==> src/rtl/ps2_keyboard.sv <==
`default_nettype none
// ============================================================================
// Module   : ps2_keyboard
// Brief    : PS/2 keyboard front end for the Apple 1 core. Receives 11-bit
//            device-to-host frames, checks parity and stop, decodes scan code
//            set 2 with Shift/Ctrl tracking, and presents 7-bit uppercase
//            ASCII through a valid/read handshake. Single clk25 domain.
// Options  : PS2_FIFO_EN - when defined, a 4-entry character FIFO replaces
//            the single holding register ahead of the outputs.
// Revision : 1.0 - initial release
// ============================================================================
module ps2_keyboard #(
  parameter int FILTER_LEN     = 8,
  parameter int TIMEOUT_CYCLES = 50000
) (
  input  logic       clk25,
  input  logic       rst_n,
  input  logic       ps2_clk,
  input  logic       ps2_din,
  input  logic       kbd_rd,
  output logic [6:0] kbd_data,
  output logic       kbd_valid,
  output logic       kbd_overflow,
  output logic       parity_err
);

  localparam int FCW = $clog2(FILTER_LEN + 1);

  typedef enum logic {
    IDLE = 1'b0,
    RECV = 1'b1
  } state_t;

  logic [1:0]     clk_sync;
  logic [1:0]     din_sync;
  logic           clk_s;
  logic           din_s;
  logic           filt_clk;
  logic           filt_prev;
  logic [FCW-1:0] filt_cnt;
  logic           sample_strobe;

  state_t         state;
  logic [3:0]     bitcnt;
  logic [7:0]     shreg;
  logic           par_bit;
  logic [15:0]    tmo_cnt;
  logic           stop_now;
  logic           frame_ok;

  logic           e0_flag;
  logic           brk_flag;
  logic           shift_flag;
  logic           ctrl_flag;
  logic           key_hit;
  logic [6:0]     key_char;
  logic           dec_valid;
  logic [6:0]     dec_char;

  // Two-flop synchronizers on both raw PS/2 lines (idle level is high)
  always_ff @(posedge clk25 or negedge rst_n) begin
    if (!rst_n) begin
      clk_sync <= 2'b11;
      din_sync <= 2'b11;
    end else begin
      clk_sync <= {clk_sync[0], ps2_clk};
      din_sync <= {din_sync[0], ps2_din};
    end
  end

  assign clk_s = clk_sync[1];
  assign din_s = din_sync[1];

  // Glitch filter: the filtered clock follows only after FILTER_LEN differing samples
  always_ff @(posedge clk25 or negedge rst_n) begin
    if (!rst_n) begin
      filt_clk  <= 1'b1;
      filt_prev <= 1'b1;
      filt_cnt  <= '0;
    end else begin
      filt_prev <= filt_clk;
      if (clk_s == filt_clk) begin
        filt_cnt <= '0;
      end else if (filt_cnt == FCW'(FILTER_LEN - 1)) begin
        filt_clk <= clk_s;
        filt_cnt <= '0;
      end else begin
        filt_cnt <= filt_cnt + 1'b1;
      end
    end
  end

  // One-cycle strobe on each filtered falling edge; data is sampled here
  assign sample_strobe = filt_prev & ~filt_clk;

  assign stop_now = sample_strobe && (state == RECV) && (bitcnt == 4'd9);
  // Odd parity over data+parity and a high stop bit make a good frame
  assign frame_ok = stop_now && din_s && (^{shreg, par_bit});

  // Frame receiver: start, 8 data LSB first, parity, stop, with inactivity abort
  always_ff @(posedge clk25 or negedge rst_n) begin
    if (!rst_n) begin
      state      <= IDLE;
      bitcnt     <= '0;
      shreg      <= '0;
      par_bit    <= 1'b0;
      tmo_cnt    <= '0;
      parity_err <= 1'b0;
    end else begin
      parity_err <= 1'b0;
      case (state)
        IDLE: begin
          tmo_cnt <= '0;
          if (sample_strobe && !din_s) begin
            state  <= RECV;
            bitcnt <= '0;
          end
        end
        RECV: begin
          if (sample_strobe) begin
            tmo_cnt <= '0;
            if (bitcnt < 4'd8) begin
              shreg <= {din_s, shreg[7:1]};
            end else if (bitcnt == 4'd8) begin
              par_bit <= din_s;
            end
            if (bitcnt == 4'd9) begin
              state      <= IDLE;
              parity_err <= !frame_ok;
            end else begin
              bitcnt <= bitcnt + 1'b1;
            end
          end else if (tmo_cnt == 16'(TIMEOUT_CYCLES)) begin
            state   <= IDLE;
            tmo_cnt <= '0;
          end else begin
            tmo_cnt <= tmo_cnt + 1'b1;
          end
        end
        default: state <= IDLE;
      endcase
    end
  end

  // Scan code set 2 (US layout) to Apple 1 ASCII; {hit, char}
  function automatic logic [7:0] map_key(input logic [7:0] code,
                                         input logic       shift,
                                         input logic       ctrl);
    logic [6:0] ch;
    logic       hit;
    ch  = '0;
    hit = 1'b1;
    case (code)
      8'h1C: ch = 7'h41;  8'h32: ch = 7'h42;  8'h21: ch = 7'h43;
      8'h23: ch = 7'h44;  8'h24: ch = 7'h45;  8'h2B: ch = 7'h46;
      8'h34: ch = 7'h47;  8'h33: ch = 7'h48;  8'h43: ch = 7'h49;
      8'h3B: ch = 7'h4A;  8'h42: ch = 7'h4B;  8'h4B: ch = 7'h4C;
      8'h3A: ch = 7'h4D;  8'h31: ch = 7'h4E;  8'h44: ch = 7'h4F;
      8'h4D: ch = 7'h50;  8'h15: ch = 7'h51;  8'h2D: ch = 7'h52;
      8'h1B: ch = 7'h53;  8'h2C: ch = 7'h54;  8'h3C: ch = 7'h55;
      8'h2A: ch = 7'h56;  8'h1D: ch = 7'h57;  8'h22: ch = 7'h58;
      8'h35: ch = 7'h59;  8'h1A: ch = 7'h5A;
      8'h45: ch = shift ? 7'h29 : 7'h30;
      8'h16: ch = shift ? 7'h21 : 7'h31;
      8'h1E: ch = shift ? 7'h40 : 7'h32;
      8'h26: ch = shift ? 7'h23 : 7'h33;
      8'h25: ch = shift ? 7'h24 : 7'h34;
      8'h2E: ch = shift ? 7'h25 : 7'h35;
      8'h36: ch = shift ? 7'h5E : 7'h36;
      8'h3D: ch = shift ? 7'h26 : 7'h37;
      8'h3E: ch = shift ? 7'h2A : 7'h38;
      8'h46: ch = shift ? 7'h28 : 7'h39;
      8'h4E: ch = shift ? 7'h5F : 7'h2D;
      8'h55: ch = shift ? 7'h2B : 7'h3D;
      8'h4C: ch = shift ? 7'h3A : 7'h3B;
      8'h52: ch = shift ? 7'h22 : 7'h27;
      8'h41: ch = shift ? 7'h3C : 7'h2C;
      8'h49: ch = shift ? 7'h3E : 7'h2E;
      8'h4A: ch = shift ? 7'h3F : 7'h2F;
      // Shifted brackets/backslash land in the lowercase range: dropped
      8'h54: begin ch = 7'h5B; hit = !shift; end
      8'h5B: begin ch = 7'h5D; hit = !shift; end
      8'h5D: begin ch = 7'h5C; hit = !shift; end
      8'h5A: ch = 7'h0D;
      8'h29: ch = 7'h20;
      8'h66: ch = 7'h5F;
      8'h76: ch = 7'h1B;
      default: hit = 1'b0;
    endcase
    if (ctrl && (ch >= 7'h41) && (ch <= 7'h5A)) begin
      ch = ch & 7'h1F;
    end
    return {hit, ch};
  endfunction

  assign {key_hit, key_char} = map_key(shreg, shift_flag, ctrl_flag);

  // Prefix/modifier tracking and the decode register
  always_ff @(posedge clk25 or negedge rst_n) begin
    if (!rst_n) begin
      e0_flag    <= 1'b0;
      brk_flag   <= 1'b0;
      shift_flag <= 1'b0;
      ctrl_flag  <= 1'b0;
      dec_valid  <= 1'b0;
      dec_char   <= '0;
    end else begin
      dec_valid <= 1'b0;
      if (frame_ok) begin
        if (shreg == 8'hE0) begin
          e0_flag <= 1'b1;
        end else if (shreg == 8'hF0) begin
          brk_flag <= 1'b1;
        end else begin
          e0_flag  <= 1'b0;
          brk_flag <= 1'b0;
          if ((shreg == 8'h12 || shreg == 8'h59) && !e0_flag) begin
            shift_flag <= !brk_flag;
          end else if (shreg == 8'h14) begin
            ctrl_flag <= !brk_flag;
          end else if (!brk_flag && !e0_flag && key_hit) begin
            dec_valid <= 1'b1;
            dec_char  <= key_char;
          end
        end
      end
    end
  end

`ifdef PS2_FIFO_EN
  logic [6:0] fifo_mem [4];
  logic [1:0] rd_ptr;
  logic [1:0] wr_ptr;
  logic [2:0] count;
  logic       pop;
  logic       push_ok;

  // A pop frees a slot before the push is considered, so full+pop+push succeeds
  assign pop     = kbd_rd && (count != 3'd0);
  assign push_ok = dec_valid && ((count != 3'd4) || pop);

  // Four-entry character queue ahead of the consumer
  always_ff @(posedge clk25 or negedge rst_n) begin
    if (!rst_n) begin
      for (int i = 0; i < 4; i++) begin
        fifo_mem[i] <= '0;
      end
      rd_ptr       <= '0;
      wr_ptr       <= '0;
      count        <= '0;
      kbd_overflow <= 1'b0;
    end else begin
      kbd_overflow <= dec_valid && !push_ok;
      if (push_ok) begin
        fifo_mem[wr_ptr] <= dec_char;
        wr_ptr           <= wr_ptr + 1'b1;
      end
      if (pop) begin
        rd_ptr <= rd_ptr + 1'b1;
      end
      case ({push_ok, pop})
        2'b10:   count <= count + 1'b1;
        2'b01:   count <= count - 1'b1;
        default: count <= count;
      endcase
    end
  end

  assign kbd_data  = fifo_mem[rd_ptr];
  assign kbd_valid = (count != 3'd0);
`else
  // Single holding register: a character arriving while one is unread is dropped
  always_ff @(posedge clk25 or negedge rst_n) begin
    if (!rst_n) begin
      kbd_data     <= '0;
      kbd_valid    <= 1'b0;
      kbd_overflow <= 1'b0;
    end else begin
      kbd_overflow <= 1'b0;
      if (dec_valid) begin
        if (kbd_valid && !kbd_rd) begin
          kbd_overflow <= 1'b1;
        end else begin
          kbd_data  <= dec_char;
          kbd_valid <= 1'b1;
        end
      end else if (kbd_rd) begin
        kbd_valid <= 1'b0;
      end
    end
  end
`endif

endmodule
`default_nettype wire

==> config.mk <==
export PLATFORM = sky130hd
export DESIGN_NAME = ps2_keyboard
export DESIGN_NICKNAME = d
export VERILOG_FILES = /design/src/rtl/ps2_keyboard.sv
export SDC_FILE = /design/constraint.sdc
export NUM_CORES = 1
export LEC_CHECK = 0
export CORE_ASPECT_RATIO = 1.5
export CORE_MARGIN = 2
export CORE_UTILIZATION = 40
export CTS_CLUSTER_SIZE = 14
export DETAILED_ROUTE_END_ITERATION = 8
export DONT_BUFFER_PORTS = 1
export PLACE_DENSITY = 0.6
export SETUP_SLACK_MARGIN = 0.15
export SLEW_MARGIN = 20
export SYNTH_ARGS = -nofsm -noshare
export SYNTH_HDL_FRONTEND = slang
export SYNTH_SLANG_ARGS = --single-unit
==> constraint.sdc <==
create_clock -name clk25 -period 7.4 [get_ports clk25]
set_input_delay 1.11 -clock clk25 [delete_from_list [all_inputs] [get_ports clk25]]
set_output_delay 1.11 -clock clk25 [all_outputs]
set_load 0.005 [all_outputs]
# Word-level counts from Yosys, hierarchy flattened
# Index checks and enable logic that the tools add are counted.
# totals
register_bits	62
wordCells	185
output_inout_bits	10
input_bits	5
# classes
eq_ne	65
mux	51
bitwise_logic	10
n_lt_le_gt_ge	3
n_reduce_logical	33
addsub	3
# ops
op	count
$pmux W7 S50	1
$eq A8 B6 Y1 const B	23
$eq A8 B7 Y1 const B	21
$eq A8 B5 Y1 const B	9
$mux W5	12
$reduce_or A47 Y1	1
$mux W16	2
$pmux W16 S2	1
$mux W7	4
$mux W1	22
$mux W4	5
$add A16 B1 Y16 const B	1
$eq A16 B16 Y1 const B	1
$eq A8 B8 Y1 const B	2
$logic_and A1 B1 Y1	11
$ne A2 B2 Y1 const B	5
$reduce_and A2 Y1	5
$not A1 Y1	9
$reduce_xor A9 Y1	1
$add A4 B1 Y4 const B	2
$eq A4 B4 Y1 const B	2
$pmux W4 S2	1
$reduce_and A4 Y1	2
$ge A7 B7 Y1 const B	1
other kinds (14)	21

# Depth between registers and ports, before layout
# logic_depth
depth_word	10
depth_mapped	11
depth_no_buf	9

# Worst setup path after synthesis
# OpenSTA, ideal clock, no wires.
# synth_timing
path_kind	register -> register
from	reg shreg[7]
to	reg dec_char[0]
n_path_buf	2
required_time_ns	7.275
path_slack_ns	4.913
t_arrival_ns	2.362
setup_time_ns	0.125
period_less_slack_ns	2.487
stages_incl_launch_ff	10
path_cell_list	dfrtp_1 buf_2 or4b_1 buf_2 or3_1 a31oi_1 nor3b_1 nand4_1 nand4_2 mux2_2
# synth_via
elab_chain_len	5
word_cells_on_any_way	70
classes_between	55 x eq/ne; 3 x mux; 4 x bitwise; 8 x reduce/logical
# synth_rtl
element	line_no	text
start, declared	45	logic [7:0] shreg;
start signal, assigned	123	shreg <= {din_s, shreg[7:1]};
$eq A8 B7 Y1 (tied with other cells)	153	case (code)
$reduce_or A47 Y1 (no line) (tied with other cells)	n/a	
$pmux W1 S2 or $logic_and A1 B1 Y1 (tied branches)	153, 217	
$logic_and A1 B1 Y1 or $not A1 Y1 (tied branches)	n/a	
$reduce_and A6 Y1 (no line)	n/a	
end signal, assigned	223	dec_char <= key_char;
end, declared	58	logic [6:0] dec_char;
# Parallel ways exist; a longest one is shown, timed or not.
# A chain may end at the register's enable or synchronous reset.

# Worst setup path after layout
# layout_timing
from	reg shreg[2]
to	reg dec_char[6]
# layout_via
elab_chain_len	6
word_cells_on_any_way	74
classes_between	2 x order compare; 55 x eq/ne; 3 x mux; 4 x bitwise; 10 x reduce/logical
# layout_rtl
element	line_no	text
$eq A8 B7 Y1 (tied with other cells)	153	
$pmux W7 S50	153	
$ge A7 B7 Y1	190	if (ctrl && (ch >= 7'h41) && (ch <= 7'h5A)) begin
$logic_and A1 B1 Y1 (2 in a row)	190	
$mux W7	190	
# Parallel ways exist; a longest one is shown, timed or not.

==> reports/qor.csv <==
metric,value,unit
detail-route-antenna-nets,0,
fp.dieW,84.4,um
fin_area,4210,um2
grt.busiest_layer,met2,
period_share,44.6,%
clkSlewWorstSetupHoldPaths,0.05,ns
hold_path.class,flop to flop,
ys_ff_latch,62,
synth_area_per_cell,9.29,um2
rsz0062_at_grt,no,
grt_usage,19.6,%
place_hpwl,6830,um
ys.flop_type,dfrtp_1,
grt_overflow,0,
critPathMaxFanout,29,
cts_buffer_depth,2,
grt_max_degree,63,
syn-num-nets,427,
initial_core_util,40.5,%
hold_violations,0,
grt_pass1_vias,3229,
grtUsageMet2,31.6,%
mostFrequentLayoutCell,dfrtp_1,
ys_seq_area_share,40.2,%
wirelength,9750,um
cts_setup_buffers,0,
die_y,125,um
period_minus_slack,3.30,ns
multi_input_area,2130,um2
place_area,3900,um2
htreeDepth,3,
final_cell_mix,"dfrtp_1 (56), nand2_1 (38), nor2_1 (38)",
hp-start,clk_sync[0],
core,9580,um2
diodes,0,
grt_pass1_wl,16400,um
yosysWarnings,0,
wl_per_cell,18.5,um
rr_endpoint,dec_char[6],
first_pass_iters,5,
rr_startpoint,shreg[2],
placed_cells,511,
maxSlewViolCount,0,
layout.cells.non_filler,527,
max_freq,303,MHz
setup_viol_count_final,0,
layout-drive-gt1-share,14.3,%
drc,0,
cts_inserted_buffers,9,
vias_per_cell,6.17,
synthArstFlopShare,100,%
crit_required,7.67,ns
fin_nets,417,
antenna_found_initial,0,
use_met3,4.77,%
p_per_area,227,nW/um2
root_buffer,clkbuf_16,
insertion_delay,0.33,ns
slew_headroom,31.6,%
drv_cap,0,
synth-edff-count,0,
met1_usage,22.5,%
worstSetupPathType,flop to flop,
syn2layout_area_growth,8.69,%
clkSinkCount,62,
r2r_slack,4.10,ns
syn_inst,417,
run_status,completed,
skew,0.00829,ns
place.port_buffers,0,
cp.arrival,3.57,ns
power_leakage,0.00172,uW
fin_tns_setup,0,ns
gp_congestion,0.964,
cp-start-kind,flop,
regArea,1560,um2
dieArea,10500,um2
r2r_cells,7,
cts_resized,0,
min_to,clk_sync[1],
ctsHoldBuffers,0,
whs_path_depth,0,
max-vdd-ir-drop,0.000176,V
fillers,946,
drt_iter0_markers,248,
p_total,957,uW
vias,3249,
synth.distinct_cells,68,
synth_area,3870,um2
worst_slew_pin_slew,1.01,ns
end_kind,flop,
io_pins,15,
cts_tree,yes,
rows,44,
area by class of cell:
type	instances	area share (%)
clock buffers	9	5.35
well taps	115	3.42
flip-flops and latches	62	37.0
multi-input cells	318	50.7
repair buffers	4	0.713
clock inverters	7	1.75
inverters	12	1.07
worst max path at each step:
stage	start	end	slack [ns]
finish	shreg[2]	dec_char[6]	4.10
floorplan	shreg[7]	dec_char[0]	4.91
detailed placement	shreg[1]	dec_char[6]	4.15
global route	shreg[1]	dec_char[6]	3.90
global placement	shreg[1]	dec_char[6]	4.09
CTS	shreg[1]	dec_char[6]	4.14
per-stage QoR:
step / utilization (%) / setup slack (ns) / hold WS [ns]
after detailed placement: 40.7 / 4.15 / 0.349
after global routing: 44.0 / 3.90 / 0.357
after CTS: 43.9 / 4.14 / 0.356
after floorplan: - / 4.91 / 0.345
final: 44.0 / 4.10 / 0.354
after global placement: 40.7 / 4.09 / 0.347
power by group:
group	switching (uW)	leakage, uW	internal [uW]	total (uW)
clock	151	0.000146	261	412
sequential	46.3	0.000838	371	418
combinational	70.3	0.000736	56.3	127
total	268	0.00172	689	957
worst max-delay path: stages (launching register included):
cell and delay [ns]:
dfrtp_1 0.97, clkinv_1 0.59, nand4_1 0.22, a22oi_1 0.15, or4_1 0.56, or4_1 0.41
o221ai_1 0.19, a22o_1 0.15
layer usage:
| layer | wire, um | share of wire [%] | up-vias |
|---|---|---|---|
| met3 | 595 | 6.1 | 54 |
| met1 | 3730 | 38 | 1543 |
| met5 | 0 | 0 | - |
| li1 | - | - | 1507 |
| met4 | 729 | 7.5 | 0 |
| met2 | 4700 | 48 | 145 |
state kept, by name (all words and copies together) (netlist names):
signal,count
bitcnt,4
brk_flag,1
clk_sync,2
ctrl_flag,1
dec_char,7
dec_valid,1
din_sync,2
e0_flag,1
filt_clk,1
filt_cnt,4
filt_prev,1
kbd_data,7
kbd_overflow,1
kbd_valid,1
par_bit,1
parity_err,1
shift_flag,1
shreg,8
state,1
tmo_cnt,16
synth_stat cells (all sizes together) (3+ instances only):
library cell / n / area, um2
nor2b: 11 / 68.8
o32ai: 3 / 26.3
nor3b: 3 / 22.5
nand2b: 9 / 56.3
o22ai: 8 / 50.1
nor4bb: 3 / 30.0
o31ai: 5 / 37.5
xor2: 12 / 105
a211oi: 3 / 22.5
and3: 4 / 25.0
inv: 11 / 41.3
mux2i: 3 / 30.0
or4: 5 / 41.3
nor2: 38 / 143
nor4b: 6 / 65.1
nand3: 19 / 95.1
nand2: 38 / 143
o21ai: 18 / 93.8
dfstp: 6 / 158
nor3: 10 / 50.1
nand4: 10 / 68.8
or3: 6 / 37.5
o211ai: 4 / 30.0
ha: 5 / 62.6
buf: 22 / 143
dfrtp: 56 / 1400
clkbuf: 3 / 11.3
mux2: 21 / 236
a31oi: 8 / 50.1
a21oi: 19 / 95.1
xnor2: 11 / 96.3
cell families after synthesis:
kind of cell,synth area share [%]
simple gates,25.1
compound gates,14.8
flops,40.2
buf+inv,5.13
xor+xnor,5.78
mux,6.88
fa+ha+maj,2.13
Note: power is estimated with default switching activity, not from simulation.
